### config.mk
export PLATFORM = sky130hd
export DESIGN_NAME = vga_square_animator
export DESIGN_NICKNAME = d
export VERILOG_FILES = /design/src/rtl/vga_square_animator.sv
export SDC_FILE = /design/constraint.sdc
export NUM_CORES = 1
export LEC_CHECK = 0
export CAP_MARGIN = 25
export CELL_PAD_IN_SITES_DETAIL_PLACEMENT = 0
export CELL_PAD_IN_SITES_GLOBAL_PLACEMENT = 2
export CORE_MARGIN = 2
export CORE_UTILIZATION = 32
export DETAILED_ROUTE_END_ITERATION = 8
export PLACE_DENSITY = 0.8
export SLEW_MARGIN = 20
export SYNTH_ARGS = -nofsm -noshare
export SYNTH_HDL_FRONTEND = slang
export SYNTH_SLANG_ARGS = --single-unit
export TNS_END_PERCENT = 5
### constraint.sdc
create_clock -name clk_in -period 7.9 [get_ports clk_in]
set_input_delay 1.58 -clock clk_in [delete_from_list [all_inputs] [get_ports clk_in]]
set_output_delay 1.58 -clock clk_in [all_outputs]
set_load 0.02 [all_outputs]
### src/rtl/vga_square_animator.sv
// Per-frame motion controller for the square renderer.
// Holds position and direction for N_SQ squares. Once every FRAME_DIV vsync
// falling edges it moves each square by STEP pixels and bounces it off the
// visible-area edges. Squares are updated one per cycle during vertical sync,
// so the pixel compare logic sees stable coordinates for the whole active frame.
//
// state  | meaning
// IDLE   | waiting for an update-qualifying vsync falling edge
// UPDATE | stepping square idx this cycle
// DONE   | one-cycle frame_done pulse, then back to IDLE
module vga_square_animator #(
  parameter int N_SQ      = 4,
  parameter int X_W       = 10,
  parameter int Y_W       = 10,
  parameter int H_RES     = 640,
  parameter int V_RES     = 480,
  parameter int SIZE      = 160,
  parameter int STEP      = 2,
  parameter int FRAME_DIV = 1
) (
  input  logic                clk_in,
  input  logic                rst,
  input  logic                vsync,
  input  logic                en,
  output logic [N_SQ*X_W-1:0] sq_x,
  output logic [N_SQ*Y_W-1:0] sq_y,
  output logic                busy,
  output logic                frame_done
);

  localparam int IW    = (N_SQ > 1) ? $clog2(N_SQ) : 1;
  localparam int CW    = (FRAME_DIV > 1) ? $clog2(FRAME_DIV) : 1;
  localparam int X_LIM = H_RES - SIZE;
  localparam int Y_LIM = V_RES - SIZE;

  typedef enum logic [1:0] {IDLE, UPDATE, DONE} state_t;

  state_t          state, state_nxt;
  logic [IW-1:0]   idx, idx_nxt;
  logic            vsync_q;
  logic [CW-1:0]   frame_cnt;
  logic            fe, frame_tc, go;

  logic [X_W-1:0]  x_r [N_SQ];
  logic [Y_W-1:0]  y_r [N_SQ];
  // Direction bit: 0 = moving towards larger coordinates, 1 = towards zero.
  logic [N_SQ-1:0] dir_x, dir_y;

  logic [X_W:0]    cur_x, nxt_x;
  logic [Y_W:0]    cur_y, nxt_y;
  logic            nxt_dx, nxt_dy;

  assign fe       = vsync_q & ~vsync;
  assign frame_tc = (frame_cnt == CW'(FRAME_DIV - 1));
  // Edges arriving outside IDLE are neither acted on nor counted.
  assign go       = fe & en & (state == IDLE) & frame_tc;

  // Register vsync once for falling-edge detection.
  always_ff @(posedge clk_in or negedge rst) begin
    if (!rst) vsync_q <= 1'b1;
    else      vsync_q <= vsync;
  end

  // Frame divider: held at zero while motion is disabled.
  always_ff @(posedge clk_in or negedge rst) begin
    if (!rst)                        frame_cnt <= '0;
    else if (!en)                    frame_cnt <= '0;
    else if (fe && (state == IDLE))  frame_cnt <= frame_tc ? '0 : frame_cnt + CW'(1);
  end

  // FSM state and square index registers.
  always_ff @(posedge clk_in or negedge rst) begin
    if (!rst) begin
      state <= IDLE;
      idx   <= '0;
    end else begin
      state <= state_nxt;
      idx   <= idx_nxt;
    end
  end

  // Next-state logic and status outputs decoded from the state register.
  always_comb begin
    state_nxt  = state;
    idx_nxt    = idx;
    busy       = 1'b0;
    frame_done = 1'b0;
    case (state)
      IDLE: begin
        if (go) begin
          state_nxt = UPDATE;
          idx_nxt   = '0;
        end
      end
      UPDATE: begin
        busy = 1'b1;
        if (idx == IW'(N_SQ - 1)) state_nxt = DONE;
        else                      idx_nxt   = idx + IW'(1);
      end
      DONE: begin
        frame_done = 1'b1;
        state_nxt  = IDLE;
      end
      default: state_nxt = IDLE;
    endcase
  end

  // Bounce step for the selected square; one extra bit keeps x+STEP from wrapping.
  always_comb begin
    cur_x  = {1'b0, x_r[idx]};
    cur_y  = {1'b0, y_r[idx]};
    nxt_x  = cur_x;
    nxt_y  = cur_y;
    nxt_dx = dir_x[idx];
    nxt_dy = dir_y[idx];
    if (!dir_x[idx]) begin
      if (cur_x >= (X_W+1)'(X_LIM - STEP)) begin
        nxt_x  = (X_W+1)'(X_LIM);
        nxt_dx = 1'b1;
      end else begin
        nxt_x  = cur_x + (X_W+1)'(STEP);
      end
    end else begin
      if (cur_x <= (X_W+1)'(STEP)) begin
        nxt_x  = '0;
        nxt_dx = 1'b0;
      end else begin
        nxt_x  = cur_x - (X_W+1)'(STEP);
      end
    end
    if (!dir_y[idx]) begin
      if (cur_y >= (Y_W+1)'(Y_LIM - STEP)) begin
        nxt_y  = (Y_W+1)'(Y_LIM);
        nxt_dy = 1'b1;
      end else begin
        nxt_y  = cur_y + (Y_W+1)'(STEP);
      end
    end else begin
      if (cur_y <= (Y_W+1)'(STEP)) begin
        nxt_y  = '0;
        nxt_dy = 1'b0;
      end else begin
        nxt_y  = cur_y - (Y_W+1)'(STEP);
      end
    end
  end

  // Position/direction storage; only square idx is written, and only in UPDATE.
  always_ff @(posedge clk_in or negedge rst) begin
    if (!rst) begin
      for (int i = 0; i < N_SQ; i++) begin
        x_r[i]   <= X_W'(120 + 80 * i);
        y_r[i]   <= Y_W'(40 + 80 * i);
        dir_x[i] <= (i % 2) == 1;
        dir_y[i] <= 1'b0;
      end
    end else if (state == UPDATE) begin
      x_r[idx]   <= nxt_x[X_W-1:0];
      y_r[idx]   <= nxt_y[Y_W-1:0];
      dir_x[idx] <= nxt_dx;
      dir_y[idx] <= nxt_dy;
    end
  end

  // Flatten the coordinate arrays onto the output buses.
  always_comb begin
    sq_x = '0;
    sq_y = '0;
    for (int i = 0; i < N_SQ; i++) begin
      sq_x[i*X_W +: X_W] = x_r[i];
      sq_y[i*Y_W +: Y_W] = y_r[i];
    end
  end

endmodule

==> results.yml, run 1 <==
drt:
  routed_wl_mm: 14.2
  drtIter0Drc: 223
  via_count: 4184
  wl_per_cell_um: 17.9
  via_per_inst: 5.28
  drtAntennaViolNets: 0
  route.detailed.drc: 0
  first_pass_iters: 4
setup_path:
  cp_num_buf_inv: 1
  path_cells: "nor2b_1 -> clkdlybuf4s50_1"
  slowest_delay_ps: 740
  start_kind: "register"
  required_ps: 6320
  arrival_ps: 2050
  reg2reg_from: "idx[0]"
  cp_top_family: "buffers and inverters"
  cp_slowest_cell: "clkdlybuf4s50_1"
  reg2reg_setup_slack_ps: 4430
  worstSetupPathType: "reg2out"
  worstRegToRegCells: 5
  path_max_fanout: 10
  regToRegEndpoint: "sq_y[9]"
  crit_path_end_kind: "output port"
placed_design:
  dp.cells: 776
  dp_hpwl_mm: 9.92
  place_congestion: 0.871
  port_buffers: 85
synthesis:
  synth_area_um2: 5120
  synth_top_area_cell: "dfrtp_1"
  synthCells: 505
  synth_top_area_share: 0.313
  synth_cell_types: 58
  synth.net_count: 519
  yosys_warnings: 0
  ys_top_cells_by_area: "dfrtp_1 (31%), dfstp_2 (15%), mux4_2 (6.6%)"
  ys.flop_type: "dfrtp_1"
  async_flop_share: 1.00
  ys_seq_area_frac: 0.462
  synth_edf_count: 0
  syn_area_per_cell_um2: 10.1
  synth-seq-cells: 93
clock_tree:
  clk_path_buf_depth: 2
  path_clk_slew_ps: 60
  root_buffer: "clkbuf_16"
  cts_tree: "yes"
  cts_sinks: 93
  ctsResizeCount: 0
  postCtsSetupBuffers: 0
  ctsHoldBuffers: 0
  clkLatencyLatePin_ps: 340
  cts-buffers-inserted: 9
  ctsHtreeMaxLevel: 3
hold_path:
  min_path_cells: 2
  holdPathEnd: "sq_y[38]"
  hold_class: "reg2reg"
  hp-start: "sq_y[38]"
sta:
  rsz0062_at_grt: "false"
  finalHoldViolations: 0
  drv_slew: 0
  period_share: 0.460
  worst_pin_slew_ps: 952
  finClkSkew_ps: 5.25
  finalSetupViolCount: 0
  relSlewSlack: 0.365
  finalCriticalPeriod_ps: 3630
  fmax_ghz: 0.275
  setup_tns_ps: 0
finish:
  finalNonFillerCells: 792
  drive_gt1_frac: 0.125
  final_nets: 585
  multiInputGateArea_um2: 2540
  seq_area_um2: 2360
  fin_util: 0.406
  antenna_cells: 0
  fillerInstances: 1572
  syn2layout_area_growth_pct: 25.0
floorplan:
  die_h_um: 130
  core_um2: 15800
  die_area_um2: 17000
  start_util: 0.324
  rows: 46
  die_width_um: 130
  io_pins: 86
power_and_ir_drop:
  total_leakage_power_nw: 2.45
  vdd_drop_max_mv: 0.157
  powerDensity_nw_per_um2: 378
global_route:
  grt_pass1_wl_mm: 23.1
  grt-ovfl-total: 0
  grt_pass1_vias: 4031
  antenna_found_initial: 0
  grt_max_degree: 55
  grtUsageTotal: 0.177
status:
  outcome: "finished, final reports clean"
job:
  maxCapViolCount: 0
layout make-up:
cell class,count,area share
Multi-Input combinational cell,363,0.397
Inverter,15,0.00880
Tap cell,216,0.0423
Clock inverter,2,0.00548
Clock buffer,14,0.0397
Timing Repair Buffer,89,0.137
Sequential cell,93,0.370
state kept, by name (all words and copies together), names as in the netlist:
signal / flops
sq_x: 40
sq_y: 40
dir_x: 4
dir_y: 4
idx: 2
state: 2
vsync_q: 1
metrics by stage:
step	instance area [um2]	hold WS [ps]	setup slack, ps	power, mW
3_3_place_gp	6110	470	4420	1.98
6_report	6400	481	4270	2.41
3_5_place_dp	6110	471	4370	1.99
5_1_grt	6400	507	4080	2.59
2_1_floorplan	5120	464	5180	1.57
4_1_cts	6400	483	4260	2.43
metal layers:
metal	GRT usage	vias to the layer above	wire [um]
met5	0	-	0
met4	0.0576	0	223
met3	0.0248	14	654
met2	0.259	107	6040
met1	0.271	2066	7300
li1	-	1997	-
worst max path at each step:
stage               endpoint  slack (ps)      from  depth (start not counted)
finish                  busy        4270  state[0]                          2
global route         sq_y[0]        4080    idx[0]                          8
CTS                     busy        4260  state[0]                          2
detailed placement   sq_y[9]        4370    idx[0]                          5
global placement    sq_y[29]        4420    idx[0]                          5
floorplan           sq_x[15]        5180    idx[0]                         10
worst reg2reg max path: stages (launching register included):
cell     delay (ps)
dfrtp_2        1000
mux4_1          850
or3_1           540
o41a_1          440
o21ai_1         350
o21ai_0         130
where the power goes:
part | internal (mW) | switching [mW]
clock | 0.254 | 0.180
sequential | 0.619 | 0.138
combinational | 0.497 | 0.725
total | 1.37 | 1.04
cells in the final DEF, fill, tap and decap left out, types with 4 or more instances in the layout:
cell type	Yosys	routed
clkbuf_16	0	9
a31oi_1	12	12
nand3_1	6	6
mux4_1	7	7
o41ai_1	8	8
clkdlybuf4s50_1	0	84
mux4_2	15	15
nand2_1	88	86
nor4_1	9	9
o21a_1	5	5
ha_1	10	10
inv_1	15	15
and4_1	6	6
buf_4	2	5
o21ai_0	60	60
dfstp_2	29	29
or3_1	4	4
o21ai_1	5	5
nor2_1	28	28
dfrtp_1	64	63
mux2i_1	7	7
nor3_1	11	11
clkbuf_1	24	4
xnor2_1	5	5
a211oi_1	7	7
o31ai_1	18	18
xor2_1	4	4
cell usage after synthesis, drive strengths merged, types with 8 or more instances:
cell type / number
o21ai: 65
nor2: 28
nor3: 11
clkbuf: 24
buf: 10
ha: 10
dfrtp: 64
a31oi: 12
o41ai: 8
inv: 15
dfstp: 29
mux4: 22
nand2: 88
o31ai: 18
nor4: 10
cells by family (layout without fill, tap and decap cells):
kind of cell             after synthesis  after routing  synth area share
AO/OA/AOI/OAI                        137            137             0.171
XOR/XNOR                               9              9            0.0154
adder cells (fa/ha/maj)               10             10            0.0245
buffers and inverters                 49            120            0.0430
flip-flops                            93             93             0.462
multiplexers                          32             32             0.122
AND/OR/NAND/NOR                      175            175             0.161
(Power assumes the default switching activity.)
==> run 2: changes to the inputs <==
clock period = 3.8 ns   (was 7.9 ns; I/O delays follow)
==> results.yml, run 2 (same netlist as run 1, synthesis figures left out) <==
clock_tree:
  cts_tree: "yes"
  clk_path_buf_depth: 2
  cts-buffers-inserted: 9
  root_buffer: "clkbuf_16"
  ctsResizeCount: 0
  ctsHtreeMaxLevel: 3
  cts_sinks: 93
  postCtsSetupBuffers: 0
  path_clk_slew_ps: 70
  clkLatencyLatePin_ps: 350
  ctsHoldBuffers: 0
drt:
  via_count: 4260
  via_per_inst: 5.31
  route.detailed.drc: 0
  drtIter0Drc: 289
  drtAntennaViolNets: 0
  routed_wl_mm: 14.4
  wl_per_cell_um: 17.9
  first_pass_iters: 5
global_route:
  grt.met3_usage: 0.0244
  use_met1: 0.264
  antenna_found_initial: 0
  grt-busiest-layer: "met1"
  grt_max_degree: 72
  grtUsageTotal: 0.178
  grt_pass1_wl_mm: 23.2
  grt-ovfl-total: 0
  use_met2: 0.263
  grt_pass1_vias: 4110
sta:
  finalSetupViolCount: 0
  rsz0062_at_grt: "false"
  period_share: 0.833
  worst_pin_slew_ps: 942
  setup_tns_ps: 0
  hold_ws_ps: 483
  finalCriticalPeriod_ps: 3160
  finClkSkew_ps: 8.74
  finalHoldViolations: 0
  relSlewSlack: 0.371
  fmax_ghz: 0.316
  drv_slew: 0
floorplan:
  die_h_um: 130
  die_area_um2: 17000
  io_pins: 86
  start_util: 0.324
  rows: 46
  core_um2: 15800
  die_width_um: 130
placed_design:
  dp_hpwl_mm: 10.3
  dp.cells: 787
  placed_cell_area_um2: 6180
  port_buffers: 85
  place_congestion: 0.838
setup_path:
  path_cells: "buf_4 -> mux4_1 -> or3_1 -> nor4_4 -> nand2b_1 -> o21ai_0"
  required_ps: 4000
  crit_path_end_kind: "register"
  cp_slowest_cell: "mux4_1"
  slowest_delay_ps: 790
  arrival_ps: 3370
  start_kind: "register"
  path_max_fanout: 13
  worstSetupPathType: "reg2reg"
finish:
  layout_common_cells: "nand2_1 (88), clkdlybuf4s50_1 (84), dfrtp_1 (63)"
  final_area_um2: 6540
  drive_gt1_frac: 0.145
  finalNonFillerCells: 803
  antenna_cells: 0
  syn2layout_area_growth_pct: 27.9
  final_nets: 596
  fillerInstances: 1539
  final_common_cell: "nand2_1"
power_and_ir_drop:
  total_leakage_power_nw: 2.54
  powerDensity_nw_per_um2: 805
  vdd_drop_max_mv: 0.381
job:
  maxCapViolCount: 0
status:
  outcome: "finished, final reports clean"
hold_path:
  hold_class: "reg2reg"
[run 2: cell types whose count changed in the layout (fill, tap and decap cells not counted)]
| cell | delta |
|---|---|
| clkbuf_8 | +1 |
| clkinv_4 | +1 |
| nand2_2 | -2 |
| clkinvlp_4 | +1 |
| nand2_1 | +2 |
| buf_4 | +11 |
| clkbuf_1 | -4 |
| clkinv_2 | -1 |
| bufinv_16 | +2 |
[run 2: worst max-delay path, delay by kind of cell, from the launching register on]
| kind | cells | cell delay, ps |
|---|---|---|
| compound gates | 1 | 100 |
| buf+inv | 1 | 290 |
| mux | 1 | 790 |
| simple gates | 3 | 1290 |
| flops | 1 | 540 |
[run 2: per-stage QoR]
stage	util	power, mW	worst slack (ps)
floorplan	-	3.26	1080
global placement	0.392	4.16	699
detailed placement	0.392	4.20	602
CTS	0.415	5.30	602
global route	0.415	5.63	400
finish	0.415	5.27	636
[run 2: report_power, final]
group	internal (mW)	total [mW]	switching, mW
Clock	0.680	1.07	0.393
Combinational	1.08	2.66	1.58
Sequential	1.29	1.53	0.242
[run 2: final timing paths]
kind	start	to	slack [ps]	cells past startpoint
max	idx[0]	dir_x[0]	640	6
min	sq_x[5]	sq_x[5]	480	2
max reg2reg	idx[0]	dir_x[0]	640	6
min reg2reg	sq_x[5]	sq_x[5]	480	2
max in group asynchronous	rst	sq_x[16]	2460	2
min in group asynchronous	rst	sq_y[11]	520	1
[run 2: layer usage]
| layer | vias to the layer above | routed length, um |
|---|---|---|
| met5 | - | 0 |
| met4 | 0 | 303 |
| met3 | 19 | 724 |
| met2 | 137 | 6250 |
| met1 | 2087 | 7110 |
| li1 | 2017 | - |
[run 2: layout make-up]
cell class,count,area (um2),area share
Clock inverter,5,106,0.0163
Multi-Input combinational cell,363,2530,0.387
Sequential cell,93,2360,0.361
Timing Repair Buffer,100,961,0.147
Tap cell,216,270,0.0413
Inverter,15,56.3,0.00860
Clock buffer,11,253,0.0386
==> run 3: changes to the inputs <==
clock period = 3 ns   (was 3.8 ns; I/O delays follow)
==> results.yml, run 3 (same netlist as run 1, synthesis figures left out) <==
status:
  outcome: "finished, final reports clean"
setup_path:
  cp_slowest_cell: "mux4_1"
  worstRegToRegCells: 6
  slowest_delay_ps: 670
  reg2reg_setup_slack_ps: 150
  required_ps: 3210
  worstSetupPathType: "reg2reg"
  path_max_fanout: 9
  cp_num_buf_inv: 1
  start_kind: "register"
  arrival_ps: 3060
  regToRegEndpoint: "sq_y[19]"
  crit_path_end_kind: "register"
  cp_top_family: "compound AO/OA/AOI/OAI gates"
  path_cells: "buf_12 -> mux4_1 -> or3_1 -> o41a_1 -> o21ai_1 -> o21ai_0"
  reg2reg_from: "idx[0]"
drt:
  drtAntennaViolNets: 0
  first_pass_iters: 5
  routed-wl-met3_um: 675
  met1_length_mm: 7.49
  top_layer_used: "met4"
  routed_wl_mm: 14.8
  drtIter0Drc: 318
  route.detailed.drc: 0
  wl_met2_mm: 6.43
  via_count: 4323
  via_per_inst: 5.30
  wl_per_cell_um: 18.1
finish:
  final_area_um2: 6690
  fillerInstances: 1546
  final_nets: 609
  final_common_cell: "nand2_1"
  drive_gt1_frac: 0.165
  antenna_cells: 0
  syn2layout_area_growth_pct: 30.7
  layout_common_cells: "nand2_1 (88), clkdlybuf4s50_1 (84), dfrtp_1 (63)"
clock_tree:
  root_buffer: "clkbuf_16"
  path_clk_slew_ps: 70
  ctsHoldBuffers: 0
  cts_tree: "yes"
  clkLatencyLatePin_ps: 340
  clk_path_buf_depth: 2
  cts_sinks: 93
  ctsHtreeMaxLevel: 3
  cts-buffers-inserted: 9
floorplan:
  die_h_um: 130
  rows: 46
  io_pins: 86
  die_area_um2: 17000
  core_um2: 15800
  start_util: 0.324
  die_width_um: 130
power_and_ir_drop:
  total_leakage_power_nw: 2.62
  vdd_drop_max_mv: 0.436
  powerDensity_nw_per_um2: 1020
placed_design:
  port_buffers: 85
  placed_cell_area_um2: 6300
  dp_hpwl_mm: 10.7
  place_congestion: 0.858
global_route:
  grt-ovfl-total: 0
  grt_pass1_vias: 4130
  antenna_found_initial: 0
  grt_max_degree: 52
  grt_pass1_wl_mm: 23.9
  grtUsageTotal: 0.184
sta:
  fmax_ghz: 0.351
  period_share: 0.949
  relSlewSlack: 0.554
  worst_pin_slew_ps: 669
  finalCriticalPeriod_ps: 2850
  setup_tns_ps: 0
  finClkSkew_ps: 5.35
  finalSetupViolCount: 0
  drv_slew: 0
  rsz0062_at_grt: "false"
  finalHoldViolations: 0
job:
  maxCapViolCount: 0
hold_path:
  hold_class: "in2async"
-- run 3: how the worst max path moves through the flow --
stage                     slack (ps)  startpoint  cells after the start       end
after global routing              30      idx[0]                      9  sq_x[37]
after detailed placement         100      idx[0]                      5  sq_x[37]
after CTS                         60      idx[0]                      5  sq_x[37]
final                            150      idx[0]                      6  sq_y[19]
after floorplan                  280      idx[0]                     10  sq_x[15]
after global placement           120      idx[0]                      7  sq_x[21]
-- run 3: per-layer routing --
| layer | track usage | vias to the layer above |
|---|---|---|
| met3 | 0.0293 | 11 |
| met1 | 0.286 | 2139 |
| met5 | 0 | - |
| li1 | - | 2048 |
| met4 | 0.0588 | 0 |
| met2 | 0.261 | 125 |
-- run 3: area by class of cell --
| class | count | area [um2] | share of cell area |
|---|---|---|---|
| clock buffer | 10 | 239 | 0.0357 |
| sequential | 93 | 2360 | 0.354 |
| inverter | 15 | 56.3 | 0.00842 |
| tap | 216 | 270 | 0.0404 |
| timing repair buffer | 113 | 1100 | 0.164 |
| multi-input combinational | 363 | 2540 | 0.380 |
| clock inverter | 6 | 118 | 0.0176 |
-- run 3: repair_timing --
| action | in CTS | in global routing |
|---|---|---|
| setup endpoints to repair | 0 | 13 |
| setup buffers | 0 | 2 |
| gates resized for setup | 0 | 3 |
-- run 3: stage by stage --
| stage | hold slack, ps | util | cells | setup slack (ps) | total power [mW] |
|---|---|---|---|---|---|
| 6_report | 277 | 0.424 | 816 | 154 | 6.83 |
| 4_1_cts | 314 | 0.422 | 814 | 64.6 | 6.84 |
| 5_1_grt | 320 | 0.424 | 816 | 31.6 | 7.32 |
| 3_3_place_gp | 466 | 0.400 | 798 | 120 | 5.42 |
| 2_1_floorplan | 304 | - | 505 | 280 | 4.13 |
| 3_5_place_dp | 473 | 0.400 | 798 | 95.6 | 5.45 |
-- run 3: power breakdown --
part           switching [mW]  leakage (nW)  internal, mW
Combinational            2.08          1.31          1.50
Sequential              0.267          1.13          1.63
Clock                   0.508         0.171         0.846
